[src/rtl/bullet_collider_pkg.sv]
// Shared game constants: pool sizes, sprite boxes, 20-bit slot layout and FSM states.
// Bullet pool, enemy logic and the collider all pull geometry from here.
package bullet_collider_pkg;

    localparam int NUM_BULLETS = 30;
    localparam int NUM_ENEMIES = 8;

    localparam int BULLET_W = 4;
    localparam int BULLET_H = 10;
    localparam int ENEMY_W  = 26;
    localparam int ENEMY_H  = 20;

    // Slot layout: x in [19:10], y in [9:0]
    localparam int COORD_W = 10;
    localparam int SLOT_W  = 2 * COORD_W;
    localparam int X_LSB   = COORD_W;
    localparam int Y_LSB   = 0;

    localparam logic [COORD_W-1:0] INACTIVE_X = 10'h3FF;

    localparam int HIT_CNT_W = 6;

    typedef logic [COORD_W-1:0] coord_t;

    typedef struct packed {
        coord_t x;
        coord_t y;
    } slot_t;

    typedef enum logic [1:0] {
        IDLE   = 2'd0,
        SCAN   = 2'd1,
        REPORT = 2'd2
    } state_t;

    function automatic logic slot_active(input slot_t s);
        return s.x != INACTIVE_X;
    endfunction

endpackage

[src/rtl/bullet_collider_if.sv]
// Frame-scan handshake between the game controller and the collider.
// master drives positions and frame_tick; slave returns per-scan hit pulses.
interface bullet_collider_if
    import bullet_collider_pkg::*;
#(
    parameter int NB = NUM_BULLETS,
    parameter int NE = NUM_ENEMIES
) ();

    logic                 frame_tick;
    logic [SLOT_W*NB-1:0] bullet_pos;
    logic [SLOT_W*NE-1:0] enemy_pos;
    logic [NE-1:0]        enemy_alive;
    logic [NB-1:0]        collided;
    logic [NE-1:0]        enemy_hit;
    logic [HIT_CNT_W-1:0] hit_count;
    logic                 busy;
    logic                 done;

    modport master (
        output frame_tick, bullet_pos, enemy_pos, enemy_alive,
        input  collided, enemy_hit, hit_count, busy, done
    );

    modport slave (
        input  frame_tick, bullet_pos, enemy_pos, enemy_alive,
        output collided, enemy_hit, hit_count, busy, done
    );

endinterface

[src/rtl/bullet_collider_box_overlap.sv]
// Combinational axis-aligned box overlap test between box A and box B.
// Sums are widened by one bit so boxes near the right/bottom edge never wrap.
module box_overlap
    import bullet_collider_pkg::*;
#(
    parameter int A_W = BULLET_W,
    parameter int A_H = BULLET_H,
    parameter int B_W = ENEMY_W,
    parameter int B_H = ENEMY_H
) (
    input  coord_t ax,
    input  coord_t ay,
    input  coord_t bx,
    input  coord_t by,
    output logic   hit
);

    localparam int EW = COORD_W + 1;

    logic [EW-1:0] ax_e, ay_e, bx_e, by_e;

    assign ax_e = {1'b0, ax};
    assign ay_e = {1'b0, ay};
    assign bx_e = {1'b0, bx};
    assign by_e = {1'b0, by};

    assign hit = (ax_e < bx_e + EW'(B_W)) &&
                 (bx_e < ax_e + EW'(A_W)) &&
                 (ay_e < by_e + EW'(B_H)) &&
                 (by_e < ay_e + EW'(A_H));

endmodule

[src/rtl/bullet_collider.sv]
// Per-frame bullet vs enemy collision scanner: snapshots positions on frame_tick,
// walks one (bullet, enemy) pair per cycle, then reports all hits in a single cycle.
module bullet_collider #(
    parameter int NUM_BULLETS = bullet_collider_pkg::NUM_BULLETS,
    parameter int NUM_ENEMIES = bullet_collider_pkg::NUM_ENEMIES,
    parameter int BULLET_W    = bullet_collider_pkg::BULLET_W,
    parameter int BULLET_H    = bullet_collider_pkg::BULLET_H,
    parameter int ENEMY_W     = bullet_collider_pkg::ENEMY_W,
    parameter int ENEMY_H     = bullet_collider_pkg::ENEMY_H
) (
    input  logic              clock,
    input  logic              reset,
    bullet_collider_if.slave  bus
);
    import bullet_collider_pkg::*;

    localparam int IW = $clog2(NUM_BULLETS);
    localparam int JW = $clog2(NUM_ENEMIES);

    state_t                       state_q, state_d;
    logic [IW-1:0]                i_q, i_d;
    logic [JW-1:0]                j_q, j_d;
    logic [NUM_BULLETS-1:0]       pend_b_q, pend_b_d;
    logic [NUM_ENEMIES-1:0]       pend_e_q, pend_e_d;
    logic [HIT_CNT_W-1:0]         cnt_q, cnt_d;
    logic [HIT_CNT_W-1:0]         hit_count_q;

    slot_t [NUM_BULLETS-1:0]      snap_b;
    slot_t [NUM_ENEMIES-1:0]      snap_e;
    logic  [NUM_ENEMIES-1:0]      snap_alive;

    slot_t cur_b, cur_e;
    logic  b_active, overlap, pair_hit, last_i, last_j, adv;

    assign cur_b    = snap_b[i_q];
    assign cur_e    = snap_e[j_q];
    assign b_active = slot_active(cur_b);
    assign last_i   = (i_q == IW'(NUM_BULLETS - 1));
    assign last_j   = (j_q == JW'(NUM_ENEMIES - 1));

    box_overlap #(
        .A_W(BULLET_W), .A_H(BULLET_H),
        .B_W(ENEMY_W),  .B_H(ENEMY_H)
    ) u_overlap (
        .ax (cur_b.x),
        .ay (cur_b.y),
        .bx (cur_e.x),
        .by (cur_e.y),
        .hit(overlap)
    );

    // An enemy already claimed this scan is invisible to later bullets
    assign pair_hit = b_active && overlap && snap_alive[j_q] && !pend_e_q[j_q];

    always_comb begin
        state_d  = state_q;
        i_d      = i_q;
        j_d      = j_q;
        pend_b_d = pend_b_q;
        pend_e_d = pend_e_q;
        cnt_d    = cnt_q;
        adv      = 1'b0;
        case (state_q)
            IDLE: begin
                if (bus.frame_tick) begin
                    state_d  = SCAN;
                    i_d      = '0;
                    j_d      = '0;
                    pend_b_d = '0;
                    pend_e_d = '0;
                    cnt_d    = '0;
                end
            end
            SCAN: begin
                if (!b_active) begin
                    adv = 1'b1;
                end else if (pair_hit) begin
                    pend_b_d[i_q] = 1'b1;
                    pend_e_d[j_q] = 1'b1;
                    cnt_d         = cnt_q + HIT_CNT_W'(1);
                    adv           = 1'b1;
                end else if (last_j) begin
                    adv = 1'b1;
                end else begin
                    j_d = j_q + JW'(1);
                end
                if (adv) begin
                    j_d = '0;
                    if (last_i) state_d = REPORT;
                    else        i_d     = i_q + IW'(1);
                end
            end
            REPORT:  state_d = IDLE;
            default: state_d = IDLE;
        endcase
    end

    always_ff @(posedge clock) begin
        if (reset) begin
            state_q     <= IDLE;
            i_q         <= '0;
            j_q         <= '0;
            pend_b_q    <= '0;
            pend_e_q    <= '0;
            cnt_q       <= '0;
            hit_count_q <= '0;
        end else begin
            state_q  <= state_d;
            i_q      <= i_d;
            j_q      <= j_d;
            pend_b_q <= pend_b_d;
            pend_e_q <= pend_e_d;
            cnt_q    <= cnt_d;
            // Load on entry to REPORT so the count is valid alongside done
            if (state_q == SCAN && state_d == REPORT)
                hit_count_q <= cnt_d;
        end
    end

    always_ff @(posedge clock) begin
        if (!reset && state_q == IDLE && bus.frame_tick) begin
            snap_b     <= bus.bullet_pos;
            snap_e     <= bus.enemy_pos;
            snap_alive <= bus.enemy_alive;
        end
    end

    assign bus.collided  = (state_q == REPORT) ? pend_b_q : '0;
    assign bus.enemy_hit = (state_q == REPORT) ? pend_e_q : '0;
    assign bus.done      = (state_q == REPORT);
    assign bus.busy      = (state_q != IDLE);
    assign bus.hit_count = hit_count_q;

endmodule

[src/flat_wrapper.sv]
// flat-port wrapper written by rule: the top's interface ports become plain ports
module bullet_collider_flat import bullet_collider_pkg::*;
#(
    parameter int NUM_BULLETS = bullet_collider_pkg::NUM_BULLETS,
    parameter int NUM_ENEMIES = bullet_collider_pkg::NUM_ENEMIES,
    parameter int BULLET_W    = bullet_collider_pkg::BULLET_W,
    parameter int BULLET_H    = bullet_collider_pkg::BULLET_H,
    parameter int ENEMY_W     = bullet_collider_pkg::ENEMY_W,
    parameter int ENEMY_H     = bullet_collider_pkg::ENEMY_H
)
  (clock, reset, bus_frame_tick, bus_bullet_pos, bus_enemy_pos, bus_enemy_alive, bus_collided, bus_enemy_hit, bus_hit_count, bus_busy, bus_done);
  bullet_collider_if bus_i ();
  input  logic clock;
  input  logic reset;
  input wire logic [$bits(bus_i.frame_tick)-1:0] bus_frame_tick;
  input wire logic [$bits(bus_i.bullet_pos)-1:0] bus_bullet_pos;
  input wire logic [$bits(bus_i.enemy_pos)-1:0] bus_enemy_pos;
  input wire logic [$bits(bus_i.enemy_alive)-1:0] bus_enemy_alive;
  output wire logic [$bits(bus_i.collided)-1:0] bus_collided;
  output wire logic [$bits(bus_i.enemy_hit)-1:0] bus_enemy_hit;
  output wire logic [$bits(bus_i.hit_count)-1:0] bus_hit_count;
  output wire logic [$bits(bus_i.busy)-1:0] bus_busy;
  output wire logic [$bits(bus_i.done)-1:0] bus_done;
  assign bus_i.frame_tick = bus_frame_tick;
  assign bus_i.bullet_pos = bus_bullet_pos;
  assign bus_i.enemy_pos = bus_enemy_pos;
  assign bus_i.enemy_alive = bus_enemy_alive;
  assign bus_collided = bus_i.collided;
  assign bus_enemy_hit = bus_i.enemy_hit;
  assign bus_hit_count = bus_i.hit_count;
  assign bus_busy = bus_i.busy;
  assign bus_done = bus_i.done;
  bullet_collider #(.NUM_BULLETS(NUM_BULLETS), .NUM_ENEMIES(NUM_ENEMIES), .BULLET_W(BULLET_W), .BULLET_H(BULLET_H), .ENEMY_W(ENEMY_W), .ENEMY_H(ENEMY_H)) u_core (.clock(clock), .reset(reset), .bus(bus_i));
endmodule
[config.mk]
export PLATFORM = sky130hd
export DESIGN_NAME = bullet_collider_flat
export DESIGN_NICKNAME = d
export VERILOG_FILES = /design/src/rtl/bullet_collider_pkg.sv /design/src/rtl/bullet_collider_if.sv /design/src/rtl/bullet_collider_box_overlap.sv /design/src/rtl/bullet_collider.sv /design/src/flat_wrapper.sv
export SDC_FILE = /design/constraint.sdc
export NUM_CORES = 1
export LEC_CHECK = 0
export CELL_PAD_IN_SITES_DETAIL_PLACEMENT = 1
export CELL_PAD_IN_SITES_GLOBAL_PLACEMENT = 2
export CORE_MARGIN = 1.5
export CORE_UTILIZATION = 32
export CTS_CLUSTER_DIAMETER = 30
export DETAILED_ROUTE_END_ITERATION = 10
export PLACE_DENSITY = 0.81
export SYNTH_ARGS = -nofsm -noshare
export SYNTH_HDL_FRONTEND = slang
export SYNTH_HIERARCHICAL = 1
export SYNTH_SLANG_ARGS = --single-unit
[constraint.sdc]
create_clock -name clock -period 42.3 [get_ports clock]
set_input_delay 8.46 -clock clock [delete_from_list [all_inputs] [get_ports clock]]
set_output_delay 8.46 -clock clock [all_outputs]
set_load 0.02 [all_outputs]
==> results of run 1 <==
[kinds of logic after synthesis]
| group | count (synthesis) | synth area share [%] |
|---|---|---|
| buffers and inverters | 117 | 1.55 |
| xor gates and xnor gates | 28 | 0.750 |
| muxes | 220 | 9.98 |
| adders and majority gates | 47 | 1.80 |
| AOI/OAI and AO/OA | 304 | 6.24 |
| DFF | 828 | 74.2 |
| and+or+nand+nor | 311 | 5.45 |
[routing by layer]
| layer | track usage (%) | vias up | routed length, µm |
|---|---|---|---|
| met5 | 0 | - | 186 |
| met4 | 9.71 | 26 | 3340 |
| met3 | 6.00 | 213 | 7770 |
| met2 | 40.8 | 950 | 65300 |
| met1 | 25.5 | 11200 | 44700 |
| li1 | - | 9516 | - |
[cells in the mapped netlist, drive strengths merged, types with 6 or more instances]
cell type and instances:
edfxtp 768, mux2i 133, a22oi 118, mux4 84
nand2 71, dfxtp 60, clkbuf 58, o22ai 56
o21ai 55, nor2 52, ha 47, nand4 46
and2 40, buf 39, a21oi 35, nor4 21
inv 20, xor2 15, xnor2 13, nand3 10
nor3 10, a211oi 9, nand2b 8, nand4bb 7
a22o 6, nor2b 6
[area by class of cell]
cell class                      count  area [µm²]  share of cell area [%]
Inverter                           20        75.1                   0.153
Multi-Input combinational cell    910        7980                    16.3
Clock inverter                    135        1730                    3.53
Tap cell                         1368        1710                    3.49
Timing Repair Buffer              855        8470                    17.3
Sequential cell                   828       24300                    49.5
Clock buffer                      207        4720                    9.62
Antenna cell                       43         108                   0.219
[critical path, stage by stage]
cell and delay [ns]:
clkdlybuf4s50_1 0.48, nor2_1 0.06, nor2_1 0.41, nand2_1 0.32, nor2_4 0.15, buf_4 0.85
buf_4 0.82, buf_4 0.85, buf_4 0.82, buf_4 0.97
[state kept, by name (all words and copies together) (netlist names)]
register / flops
u_core/pend_b_q: 30
u_core/cnt_q: 6
u_core/state_q: 2
u_core/bus.hit_count: 6
u_core/snap_b: 600
u_core/j_q: 3
u_core/pend_e_q: 8
u_core/snap_alive: 8
u_core/i_q: 5
u_core/snap_e: 160
[power groups by stage]
stage               registers, mW  logic [mW]  clock network [mW]
finish                      0.961       0.188                1.46
global route                0.963       0.202                1.52
CTS                         0.961       0.190                1.48
detailed placement          0.974       0.188                   0
global placement            0.971       0.180                   0
floorplan                   0.995      0.0788                   0
[path summary, 6_finish.rpt]
path	end	depth (start not counted)
max	u_core/snap_b[88]	10
min	u_core/pend_b_q[13]	2
max reg2reg	u_core/pend_b_q[12]	20
min reg2reg	u_core/pend_b_q[13]	2
[stage by stage]
step	area [µm²]	std cells	hold WS, ns	setup WS (ns)	total power [mW]
2_1_floorplan	32700	1855	0.417	12.72	1.07
3_3_place_gp	42500	3981	0.434	27.89	1.15
3_5_place_dp	42500	3981	0.442	27.51	1.16
4_1_cts	49000	4323	0.450	28.32	2.63
5_1_grt	49100	4363	0.474	27.89	2.68
6_report	49100	4366	0.442	28.20	2.61
[cells in the final DEF (no fill, tap or decap), types with 32 or more instances in the layout]
cell type / n
a21oi_1: 34
ha_1: 47
a22oi_1: 117
nand4_1: 43
buf_4: 38
mux4_2: 84
clkinv_2: 32
mux2i_1: 133
clkdlybuf4s50_1: 816
o22ai_1: 56
nor2_1: 48
nand2_1: 67
o21ai_0: 42
diode_2: 43
dfxtp_1: 57
and2_1: 40
clkbuf_16: 185
edfxtp_1: 768
==> reports/results.ini, run 1 <==
[status]
outcome=complete, no violations

[detailed_routing]
drt_iter0_markers=1738
wl_per_cell_um=27.8
drc=0
totalWireLength_mm=121
vias_per_cell=5.02
vias=21900
postRouteAntennaNets=0
drt_first_pass_iters=5

[setup_path]
cp_max_fo=92
crit_type=in -> reg
critPathLaunchType=input pin
end_kind=flip-flop
rr_startpoint=u_core/i_q[1]
regToRegSetupSlack_ns=32.44
cp_data_arrival_time_ns=14.47
crit_start=bus_frame_tick
cp.required_ns=42.68

[cells_and_area]
fin_nets=3617
fillers=9890
area_growth_pct=50.1
drive_above_1_share_pct=15.6
finalCoreUtilization_pct=48.3

[timing]
grt_setup_unrepaired=no
worst_pin_slew_ns=1.20
fin_crit_sh_pct=33.3
slew_violations=0
finalSetupViolCount=0
skew_ns=0.0749
tns_ns=0
slew-limit-headroom_pct=19.1
clock.fmax_ghz=0.0709
timing.final.crit_period_ns=14.10
hold_violations=0

[floorplanning]
initial_utilization_pct=32.2
io-pin-count=817
fp.dieH_um=323
core_mm2=0.102
dieArea_mm2=0.104
die_w_um=323
rows=117

[power_and_ir_drop]
swShare_pct=23.0
p_int_mw=2.01
clkPwrFrac_pct=56.0
pwr_density_cell_mw_per_mm2=53.2
power_switching_mw=0.600
leakagePower_nw=16.4
ir_worst_vdd_v=0.0000469
seq_power_share_pct=36.8
p_comb_share_pct=7.2

[clocking]
cts_max_path_buffers=3
htreeDepth=4
clock_latency_ns=0.80
cts_hold_buf=0
cts_tree=built
clkSinkCount=828
cts_root_buf=clkbuf_16
cts_setup_buffers=0
ctsResizeCount=0
clkSlewWorstSetupHoldPaths_ns=0.05
cts_buffers=184

[grt]
grt_pass1_wl_mm=168
grt_max_degree=185
grt_antenna_before_repair=57
grt_pass1_vias=24100
grt_usage_pct=22.8
overflow=0

[yosys]
synth_cell_types=70
yosys.area.top_type_share_pct=70.6
synth_edf_count=768
synth.net_count=2673
synth_area_leader_cell=edfxtp_1
yosys_warnings=6
postSynth.asyncResetShare_pct=0
synth_area_leaders=edfxtp_1, mux4_2, mux2i_1, dfxtp_1, a22oi_1
ys_ff_latch=828
syn_inst=1855
ys_seq_area_share_pct=74.2
syn_area_mm2=0.0327
syn_avg_cell_area_um2=17.6
synthFlopType=edfxtp_1

[placement]
io_buffers=816
dp_hpwl_mm=84.8
place.gp.congestion=0.859

[min_path]
min_path_type=reg -> reg
worstHoldStart=u_core/pend_b_q[13]

[job]
cap_viol_max_count=0

Note: power is estimated with default switching activity, not from simulation.
==> run 2: changes to the inputs <==
CORE_AREA = 2 2 318 320   (was not set)
CORE_MARGIN = not set   (was 1.5)
CORE_UTILIZATION = not set   (was 32)
DIE_AREA = 0 0 320 322   (was not set)
PLACE_DENSITY = 0.8   (was 0.81)
clock period = 13.13 ns   (was 42.3 ns; I/O delays follow)
==> reports/results.ini, run 2 (synthesized netlist as in run 1, its figures left out) <==
[status]
outcome=complete, no violations

[setup_path]
end_kind=flip-flop
cp.required_ns=13.78  ; -28.90 ns
cp_data_arrival_time_ns=8.59  ; -5.88 ns
critPathLaunchType=flip-flop
cp_max_fo=55  ; -40%
worst-r2r-cell-count=19  ; -5.0%
crit_type=reg -> reg

[placement]
place_area_mm2=0.0425  ; -0.13%
dp_hpwl_mm=86.6  ; +2.2%
pre_cts_slack_ns=5.05  ; -22.46 ns
io_buffers=816  ; unchanged
place.gp.congestion=0.867  ; +0.90%

[power_and_ir_drop]
pwr_density_cell_mw_per_mm2=169  ; +220%
ir_worst_vdd_v=0.000164  ; +250%
leakagePower_nw=16.3  ; -0.63%
p_total_mw=8.23  ; +220%

[cells_and_area]
final_common_cell=clkdlybuf4s50_1
finalCoreUtilization_pct=48.9  ; +0.64 points
area_growth_pct=49.1
top_regs=u_core/snap_b (600), u_core/snap_e (160), u_core/pend_b_q (30)
drive_above_1_share_pct=15.2  ; -0.45 points
regMostFlops=u_core/snap_b
layout_common_cells=clkdlybuf4s50_1, edfxtp_1, clkbuf_16
fin_nets=3615  ; -0.055%
fin_area_mm2=0.0487  ; -0.70%
largest_register_ff_count=600  ; unchanged

[detailed_routing]
drt_iter0_markers=1662  ; -4.4%
drt_first_pass_iters=5  ; unchanged
vias=21900  ; -0.22%
vias_per_cell=5.10  ; +1.6%
postRouteAntennaNets=0  ; unchanged
totalWireLength_mm=120  ; -0.70%
drc=0  ; unchanged
wl_per_cell_um=28.1  ; +1.1%

[min_path]
hold_depth=2  ; unchanged
min_path_type=reg -> reg

[timing]
hold_violations=0  ; unchanged
worst_pin_slew_ns=1.20  ; -0.00663 ns
timing.final.crit_period_ns=7.94
setup_ws_ns=5.19  ; -23.02 ns
slew-limit-headroom_pct=19.6  ; +0.45 points
slew_violations=0  ; unchanged
fin_crit_sh_pct=60.5
grt_setup_unrepaired=no
finalSetupViolCount=0  ; unchanged
skew_ns=0.0442  ; -0.0308 ns
clock.fmax_ghz=0.126

[job]
cap_viol_max_count=0  ; unchanged

[grt]
overflow=0  ; unchanged
grt_pass1_wl_mm=168  ; -0.54%
grt_pass1_vias=24200  ; +0.033%
grt_max_degree=165  ; -11%
grt_usage_pct=22.8  ; -0.023 points
grt_antenna_before_repair=44  ; -23%

[floorplanning]
die_w_um=320  ; -0.80%
fp.dieH_um=322  ; -0.18%
initial_utilization_pct=32.8  ; +0.66 points
io-pin-count=817  ; unchanged
rows=116  ; -0.85%
dieArea_mm2=0.103  ; -0.99%
core_mm2=0.0996  ; -2.0%

[clocking]
cts_buffers=184  ; unchanged
cts_tree=built
cts_root_buf=clkbuf_16
cts_setup_buffers=0  ; unchanged
clkSlewWorstSetupHoldPaths_ns=0.05  ; about the same
cts_hold_buf=0  ; unchanged
clock_latency_ns=0.78  ; -0.02 ns
clkSinkCount=828  ; unchanged
cts_max_path_buffers=3  ; unchanged
htreeDepth=4  ; unchanged
ctsResizeCount=0  ; unchanged

-- run 2: cell types whose count changed in the layout (fill, tap and decap cells not counted), sizes merged --
| cell | change |
|---|---|
| bufinv | -7 |
| buf | -2 |
| inv | -9 |
| clkbuf | +20 |
| clkinv | -7 |
| diode | -3 |
-- run 2: report_power, final --
group	total, mW	switching [mW]	internal, mW
Sequential	3.09	0.0480	3.05
Clock	4.52	1.49	3.03
Combinational	0.614	0.287	0.327
-- run 2: area by class of cell --
cell class,instances,area (µm²)
fill,9584,50800
sequential,828,24300
timing repair buffer,853,8480
multi-input combinational,910,8000
clock buffer,227,4970
tap,1298,1620
clock inverter,112,1210
antenna,40,100
inverter,20,75.1
-- run 2: path summary, 6_finish.rpt --
path,slack [ns],end,from
setup reg to reg,5.19,u_core/pend_b_q[20],u_core/i_q[1]
setup / recovery,5.19,u_core/pend_b_q[20],u_core/i_q[1]
hold reg to reg,0.46,u_core/pend_b_q[5],u_core/pend_b_q[5]
hold / removal,0.46,u_core/pend_b_q[5],u_core/pend_b_q[5]
-- run 2: metal layers --
metal	track usage, %	vias to the layer above	share of wire [%]
li1	-	9522	-
met1	25.1	11200	36
met2	40.8	913	53
met3	6.27	229	6.9
met4	10.4	18	3.5
met5	0	-	0.10
-- run 2: metrics by stage --
step	hold slack, ns	std cells	setup TNS (ns)
after floorplan	0.417	1855	-1245.04
after global placement	0.448	3909	0
after detailed placement	0.453	3909	0
after CTS	0.462	4248	0
after global routing	0.485	4284	0
final	0.458	4288	0
-- run 2: critical path, cell delays in order (launching register included) --
cell and delay, ns:
dfxtp_4 0.83, buf_4 0.88, buf_4 0.77, mux2i_1 0.26, o22ai_1 0.11, nor4_1 0.30, nand2_1 0.22, ha_1 0.29
and3_1 0.21, and3_1 0.22, xnor2_1 0.14, ha_1 0.31, a211oi_1 0.30, o21ai_0 0.17, o21ai_0 0.18, nor4b_2 0.34
nand4_1 0.46, nor4_2 1.13, nand2_1 0.38, o21ai_0 0.29
